## src/rtl/ctrl_types.sv

```systemverilog
// ctrl_types: shared sizing constants for the instruction-queue /
// decode-dispatch boundary.
//
// DISPATCH_HOLD_DEPTH is the single source of truth for the number of
// entries in the dispatch hold buffer. Both the instruction queue and
// dispatch size their credit logic from it, so they always agree.
package ctrl_types;

  localparam int DISPATCH_HOLD_DEPTH = 2;

endpackage : ctrl_types

```

## src/rtl/rv32i_types.sv

```systemverilog
// rv32i_types: RISC-V Formal Interface (RVFI) retirement record carried
// alongside each instruction for formal checking and trace.
//
// rvfi_data is a packed struct, so it can be stored in plain arrays and
// compared or cleared as a single vector.
package rv32i_types;

  typedef struct packed {
    logic        valid;
    logic [63:0] order;
    logic [31:0] insn;
    logic        trap;
    logic        halt;
    logic        intr;
    logic [1:0]  mode;
    logic [1:0]  ixl;
    logic [4:0]  rs1_addr;
    logic [4:0]  rs2_addr;
    logic [31:0] rs1_rdata;
    logic [31:0] rs2_rdata;
    logic [4:0]  rd_addr;
    logic [31:0] rd_wdata;
    logic [31:0] pc_rdata;
    logic [31:0] pc_wdata;
    logic [31:0] dmem_addr;
    logic [3:0]  dmem_rmask;
    logic [3:0]  dmem_wmask;
    logic [31:0] dmem_wdata;
    logic [31:0] dmem_rdata;
  } rvfi_data;

endpackage : rv32i_types

```

## src/rtl/dispatch_hold_buffer.sv

```systemverilog
// dispatch_hold_buffer: small FIFO between the instruction queue and
// decode/dispatch. Dispatch back-pressure stalls only this buffer rather
// than freezing a single pipeline register.
//
// Ports
//   clk, rst            clock; synchronous active-high reset
//   flush               empties the buffer in one cycle (push/pop that
//                       cycle are discarded)
//   in_valid/in_ready   push handshake from the instruction queue;
//                       in_ready depends on state only, never on out_ready
//   in_ctrl             control word offered
//   in_rvfi             RVFI record offered (optional build)
//   out_valid/out_ready pop handshake to dispatch
//   out_ctrl            head control word, '0 while empty
//   out_rvfi            head RVFI record, '0 while empty (optional build)
//   count               current occupancy, 0..DEPTH
//
// Build option
//   DISPATCH_HOLD_RVFI_EN  adds in_rvfi/out_rvfi and their storage. Memory
//                          fields of the record are scrubbed on push.
//
// DEPTH must be a power of two and at least 2, so the pointers wrap
// naturally at DEPTH.
module dispatch_hold_buffer
  import ctrl_types::*;
#(
  parameter int CTRL_W = 64,
  parameter int DEPTH  = DISPATCH_HOLD_DEPTH
) (
  input  logic                         clk,
  input  logic                         rst,
  input  logic                         flush,
  input  logic                         in_valid,
  output logic                         in_ready,
  input  logic [CTRL_W-1:0]            in_ctrl,
`ifdef DISPATCH_HOLD_RVFI_EN
  input  rv32i_types::rvfi_data        in_rvfi,
`endif
  output logic                         out_valid,
  input  logic                         out_ready,
  output logic [CTRL_W-1:0]            out_ctrl,
`ifdef DISPATCH_HOLD_RVFI_EN
  output rv32i_types::rvfi_data        out_rvfi,
`endif
  output logic [$clog2(DEPTH+1)-1:0]   count
);

  localparam int                PTR_W    = $clog2(DEPTH);
  localparam int                CNT_W    = $clog2(DEPTH+1);
  localparam logic [CNT_W-1:0]  FULL_CNT = CNT_W'(DEPTH);

  logic [PTR_W-1:0]  head;
  logic [PTR_W-1:0]  tail;
  logic [CNT_W-1:0]  count_next;
  logic [CTRL_W-1:0] ctrl_mem [DEPTH];
  logic              push;
  logic              pop;

  // Readiness comes from occupancy alone, so a pop while full only frees
  // the slot for the following cycle; this keeps out_ready off the
  // in_ready timing path.
  assign in_ready  = !rst && (count != FULL_CNT);
  assign out_valid = (count != '0);

  // Flush discards any handshake presented in the same cycle.
  assign push = in_valid && in_ready && !flush;
  assign pop  = out_valid && out_ready && !flush;

  // NOTE: every variable assigned in always_comb gets a default first, so
  // no path leaves it unassigned and no latch is inferred.
  always_comb begin
    count_next = count;
    case ({push, pop})
      2'b10:   count_next = count + CNT_W'(1);
      2'b01:   count_next = count - CNT_W'(1);
      default: count_next = count;
    endcase
  end

  // NOTE: sequential state uses non-blocking assignments so every register
  // samples pre-edge values, independent of statement order.
  always_ff @(posedge clk) begin
    if (rst || flush) begin
      head  <= '0;
      tail  <= '0;
      count <= '0;
    end else begin
      if (push) tail <= tail + PTR_W'(1);
      if (pop)  head <= head + PTR_W'(1);
      count <= count_next;
    end
  end

  // NOTE: storage is deliberately not reset; the empty-state output mask
  // guarantees stale contents are never observed.
  always_ff @(posedge clk) begin
    if (push) ctrl_mem[tail] <= in_ctrl;
  end

  assign out_ctrl = out_valid ? ctrl_mem[head] : '0;

`ifdef DISPATCH_HOLD_RVFI_EN
  rv32i_types::rvfi_data rvfi_mem [DEPTH];

  // Data-memory fields are meaningless before execute, so they are zeroed
  // on the way in; everything else passes through untouched.
  function automatic rv32i_types::rvfi_data scrub_mem(input rv32i_types::rvfi_data rec);
    rv32i_types::rvfi_data s;
    s            = rec;
    s.dmem_addr  = '0;
    s.dmem_rmask = '0;
    s.dmem_wmask = '0;
    s.dmem_wdata = '0;
    s.dmem_rdata = '0;
    return s;
  endfunction

  always_ff @(posedge clk) begin
    if (push) rvfi_mem[tail] <= scrub_mem(in_rvfi);
  end

  assign out_rvfi = out_valid ? rvfi_mem[head] : '0;
`endif

endmodule : dispatch_hold_buffer
```

## config.mk

```make
export PLATFORM = sky130hd
export DESIGN_NAME = dispatch_hold_buffer
export DESIGN_NICKNAME = d
export VERILOG_FILES = /design/src/rtl/ctrl_types.sv /design/src/rtl/rv32i_types.sv /design/src/rtl/dispatch_hold_buffer.sv
export SDC_FILE = /design/constraint.sdc
export NUM_CORES = 1
export LEC_CHECK = 0
export BUFFER_PORTS_ARGS = -buffer_cell sky130_fd_sc_hd__clkbuf_2
export CAP_MARGIN = 20
export CORE_MARGIN = 10
export CORE_UTILIZATION = 52
export DETAILED_ROUTE_END_ITERATION = 12
export PLACE_DENSITY_LB_ADDON = 0.05
export SYNTH_ARGS = -nofsm -noshare
export SYNTH_HDL_FRONTEND = slang
export SYNTH_SLANG_ARGS = --single-unit
```

## constraint.sdc

```tcl
create_clock -name clk -period 5.4 [get_ports clk]
set_input_delay 1.62 -clock clk [delete_from_list [all_inputs] [get_ports clk]]
set_output_delay 1.62 -clock clk [all_outputs]
set_load 0.05 [all_outputs]
```

==> summary.txt <==
STA
  – Max-slew violation count: 0
  – Endpoints failing setup: 0
  – Final Hold Fails: 0
  – Final worst slack: 1340 ps
  – Fmax: 0.246 GHz
  – RSZ-0062 raised after global routing: no
  – Slew headroom: 0.394
  – Worst Max-Slew Pin Slew: 906 ps
  – Period utilization: 0.752
  – Clock Skews: 14.5 ps
  – Crit path time final: 4060 ps
  – Setup TNS Final: 0 ps

GRT
  – Antenna violations before repair: 0
  – Largest net degree at the start of global routing: 65
  – Grt ovf: 0
  – Number of global-route vias before repair: 3209
  – Gr usage total: 0.144
  – First-pass GRT wire length: 15900 um

Detailed routing
  – Starting DRT DRC Count: 149
  – Avg Vias per Cell: 4.96
  – WL/cell: 17.3 um
  – DRT antenna net count: 0
  – DRC violations left: 0
  – Via count: 2905
  – Final wirelength: 10100 um
  – First-pass DRT Iterations: 4

Clock tree
  – Clk buf depth: 2
  – Clock insertion delay at the later pin of the skew report: 510 ps
  – Post-CTS Resized: 0
  – Clk sinks: 133
  – # Post-CTS Setup Buffers: 0
  – CTS tree: yes
  – CTS clk-pin slew, worst paths: 50 ps
  – Clk root buf: clkbuf_8
  – Htree depth: 4
  – CTS Hold Buffers Added: 0
  – CTS Buf Count: 17

Synth
  – Sequential share of the synthesized area: 0.781
  – Most instantiated cells after synthesis: 128 x edfxtp_1, 72 x nor2_1, 64 x mux2i_1
  – Mean post-synth cell area: 16.8 um2
  – Synth warnings: 0
  – Post-synthesis register bit count: 133
  – Post-synth EDFFs: 128
  – Top-area cell type share of the netlist area: 0.762
  – FFs w/ async S/R, synth: 0
  – Count leader, synth: edfxtp_1
  – Number of distinct library cells after synthesis: 19
  – Syn Inst Count: 300
  – Syn Nets: 370
  – Synth Cell Area: 0.00505 mm2
  – Top post-synthesis cells by area: edfxtp_1 76%, mux2i_1 13%, nor2_1 5.4%, dfxtp_1 2.0%, buf_4 0.89%
  – Cell taking the most area after synthesis: edfxtp_1
  – Dominant synthesized flop cell: edfxtp_1

Layout
  – Layout net count: 515
  – P&R area growth vs syn: 28.5%
  – Layout cells sized above 1: 0.383
  – # diodes: 0
  – Post-Layout Cell Count: 586
  – Fillers: 694

Power
  – Internal power: 0.00193 W
  – P_leak: 2.38 nW
  – Total Power: 0.00241 W
  – Flop pwr share: 0.480
  – Logic pwr share: 0.045
  – Sw Pwr: 0.000480 W
  – Pwr Density: 372 mW/mm2
  – Clk pwr share: 0.476
  – Worst vdd ir: 204 uV
  – Sw Share: 0.199

Critical path
  – CP delay by family, top: simple AND/OR/NAND/NOR gates
  – Crit Path Class: register to primary output
  – Worst path slowest cell: nor2_4
  – Crit path required time: 3780 ps
  – Setup crit start kind: register
  – Critical-path cell list: nor2_4 -> buf_4 -> nor2_1 -> clkbuf_2
  – WP data arrival: 2440 ps
  – CP max stage delay: 730 ps
  – CP Max Fanout: 39
  – Buf/Inv on CP: 2
  – Crit end category: primary output

Place
  – Placed Cells: 554
  – HPWL after detailed placement: 6680 um
  – Worst slack, placed: 1670 ps
  – Port Buffer Count: 136
  – Final GP Congestion: 0.743

Die
  – Die height: 119 um
  – Starting density of the core: 0.541
  – Cell Rows: 35
  – Die Area: 0.0140 mm2
  – Top Ports: 137
  – Core area: 0.00933 mm2
  – Die X: 119 um

Run status
  – Outcome: finished, final reports clean

Job
  – Max-cap violations: 0

Hold path
  – Hold Path Class: register to register
-- path summary, 6_finish.rpt --
path                         startpoint                         to  slack [ps]  cells past startpoint
setup reg to reg  count[0]$_SDFFE_PP0P_  ctrl_mem[0][14]$_DFFE_PP_        2990                      4
hold reg to reg       head$_SDFFE_PP0P_          head$_SDFFE_PP0P_         510                      2
setup / recovery  count[1]$_SDFFE_PP0P_               out_ctrl[37]        1340                      4
hold / removal        head$_SDFFE_PP0P_          head$_SDFFE_PP0P_         510                      2
-- area by class of cell --
type	instances	area [um2]	area share
clock inverters	13	184	0.0284
repair buffers	140	731	0.113
clock buffers	18	418	0.0645
inverters	2	7.51	0.00116
well taps	129	161	0.0249
multi-input cells	151	1030	0.160
flip-flops and latches	133	3950	0.609
-- cell usage in the layout (no fill, tap or decap), types with 2 or more instances in the layout --
| cell type | netlist | final |
|---|---|---|
| clkbuf_2 | 0 | 136 |
| edfxtp_1 | 128 | 128 |
| nor2_1 | 72 | 69 |
| mux2i_1 | 64 | 64 |
| clkbuf_16 | 0 | 16 |
| bufinv_16 | 0 | 4 |
| dfxtp_1 | 5 | 4 |
| nor2_4 | 0 | 3 |
| clkinv_2 | 0 | 3 |
| clkinv_4 | 0 | 3 |
| clkinvlp_4 | 0 | 3 |
| buf_4 | 6 | 3 |
| o21ai_0 | 2 | 2 |
| nand3_1 | 2 | 2 |
| inv_1 | 2 | 2 |
| xor2_1 | 2 | 2 |
| a21oi_1 | 2 | 2 |
-- through the flow --
step,hold slack [ps],util,instance area (um2)
after global placement,488,0.628,5850
after CTS,513,0.692,6460
after global routing,552,0.695,6480
after floorplan,472,-,5050
after detailed placement,496,0.628,5850
final,508,0.695,6480
-- flip-flops by register name (all words and copies together), names as in the netlist, named ones only --
name and flops:
head 1, count 2, tail 1, ctrl_mem 128
-- power groups by stage --
| stage | Clock [W] | Sequential (W) | Combinational [W] |
|---|---|---|---|
| 2_1_floorplan | 0 | 0.00118 | 0.0000587 |
| 3_3_place_gp | 0 | 0.00118 | 0.000105 |
| 3_5_place_dp | 0 | 0.00118 | 0.000107 |
| 4_1_cts | 0.00117 | 0.00116 | 0.000108 |
| 5_1_grt | 0.00121 | 0.00116 | 0.000117 |
| 6_report | 0.00115 | 0.00116 | 0.000108 |
-- kinds of logic after synthesis --
family	after synthesis	synth area share
AO/OA/AOI/OAI	5	0.00545
AND/OR/NAND/NOR	78	0.0605
adder cells (fa/ha/maj)	1	0.00248
XOR/XNOR	3	0.00521
buffers and inverters	16	0.0181
flip-flops	133	0.781
multiplexers	64	0.127
-- per-layer routing --
layer	GRT usage	up-vias	part of all wire
met5	0	-	0
met4	0.0580	0	0.0086
met3	0.0643	9	0.076
met2	0.230	103	0.49
met1	0.167	1389	0.43
li1	-	1404	-
-- tightest hold or removal path, delay by kind of cell (launching register included) --
| kind | cells | cell delay, ps |
|---|---|---|
| XOR/XNOR | 1 | 80 |
| AND/OR/NAND/NOR | 1 | 70 |
| flip-flops | 1 | 320 |
(Power assumes the default switching activity.)
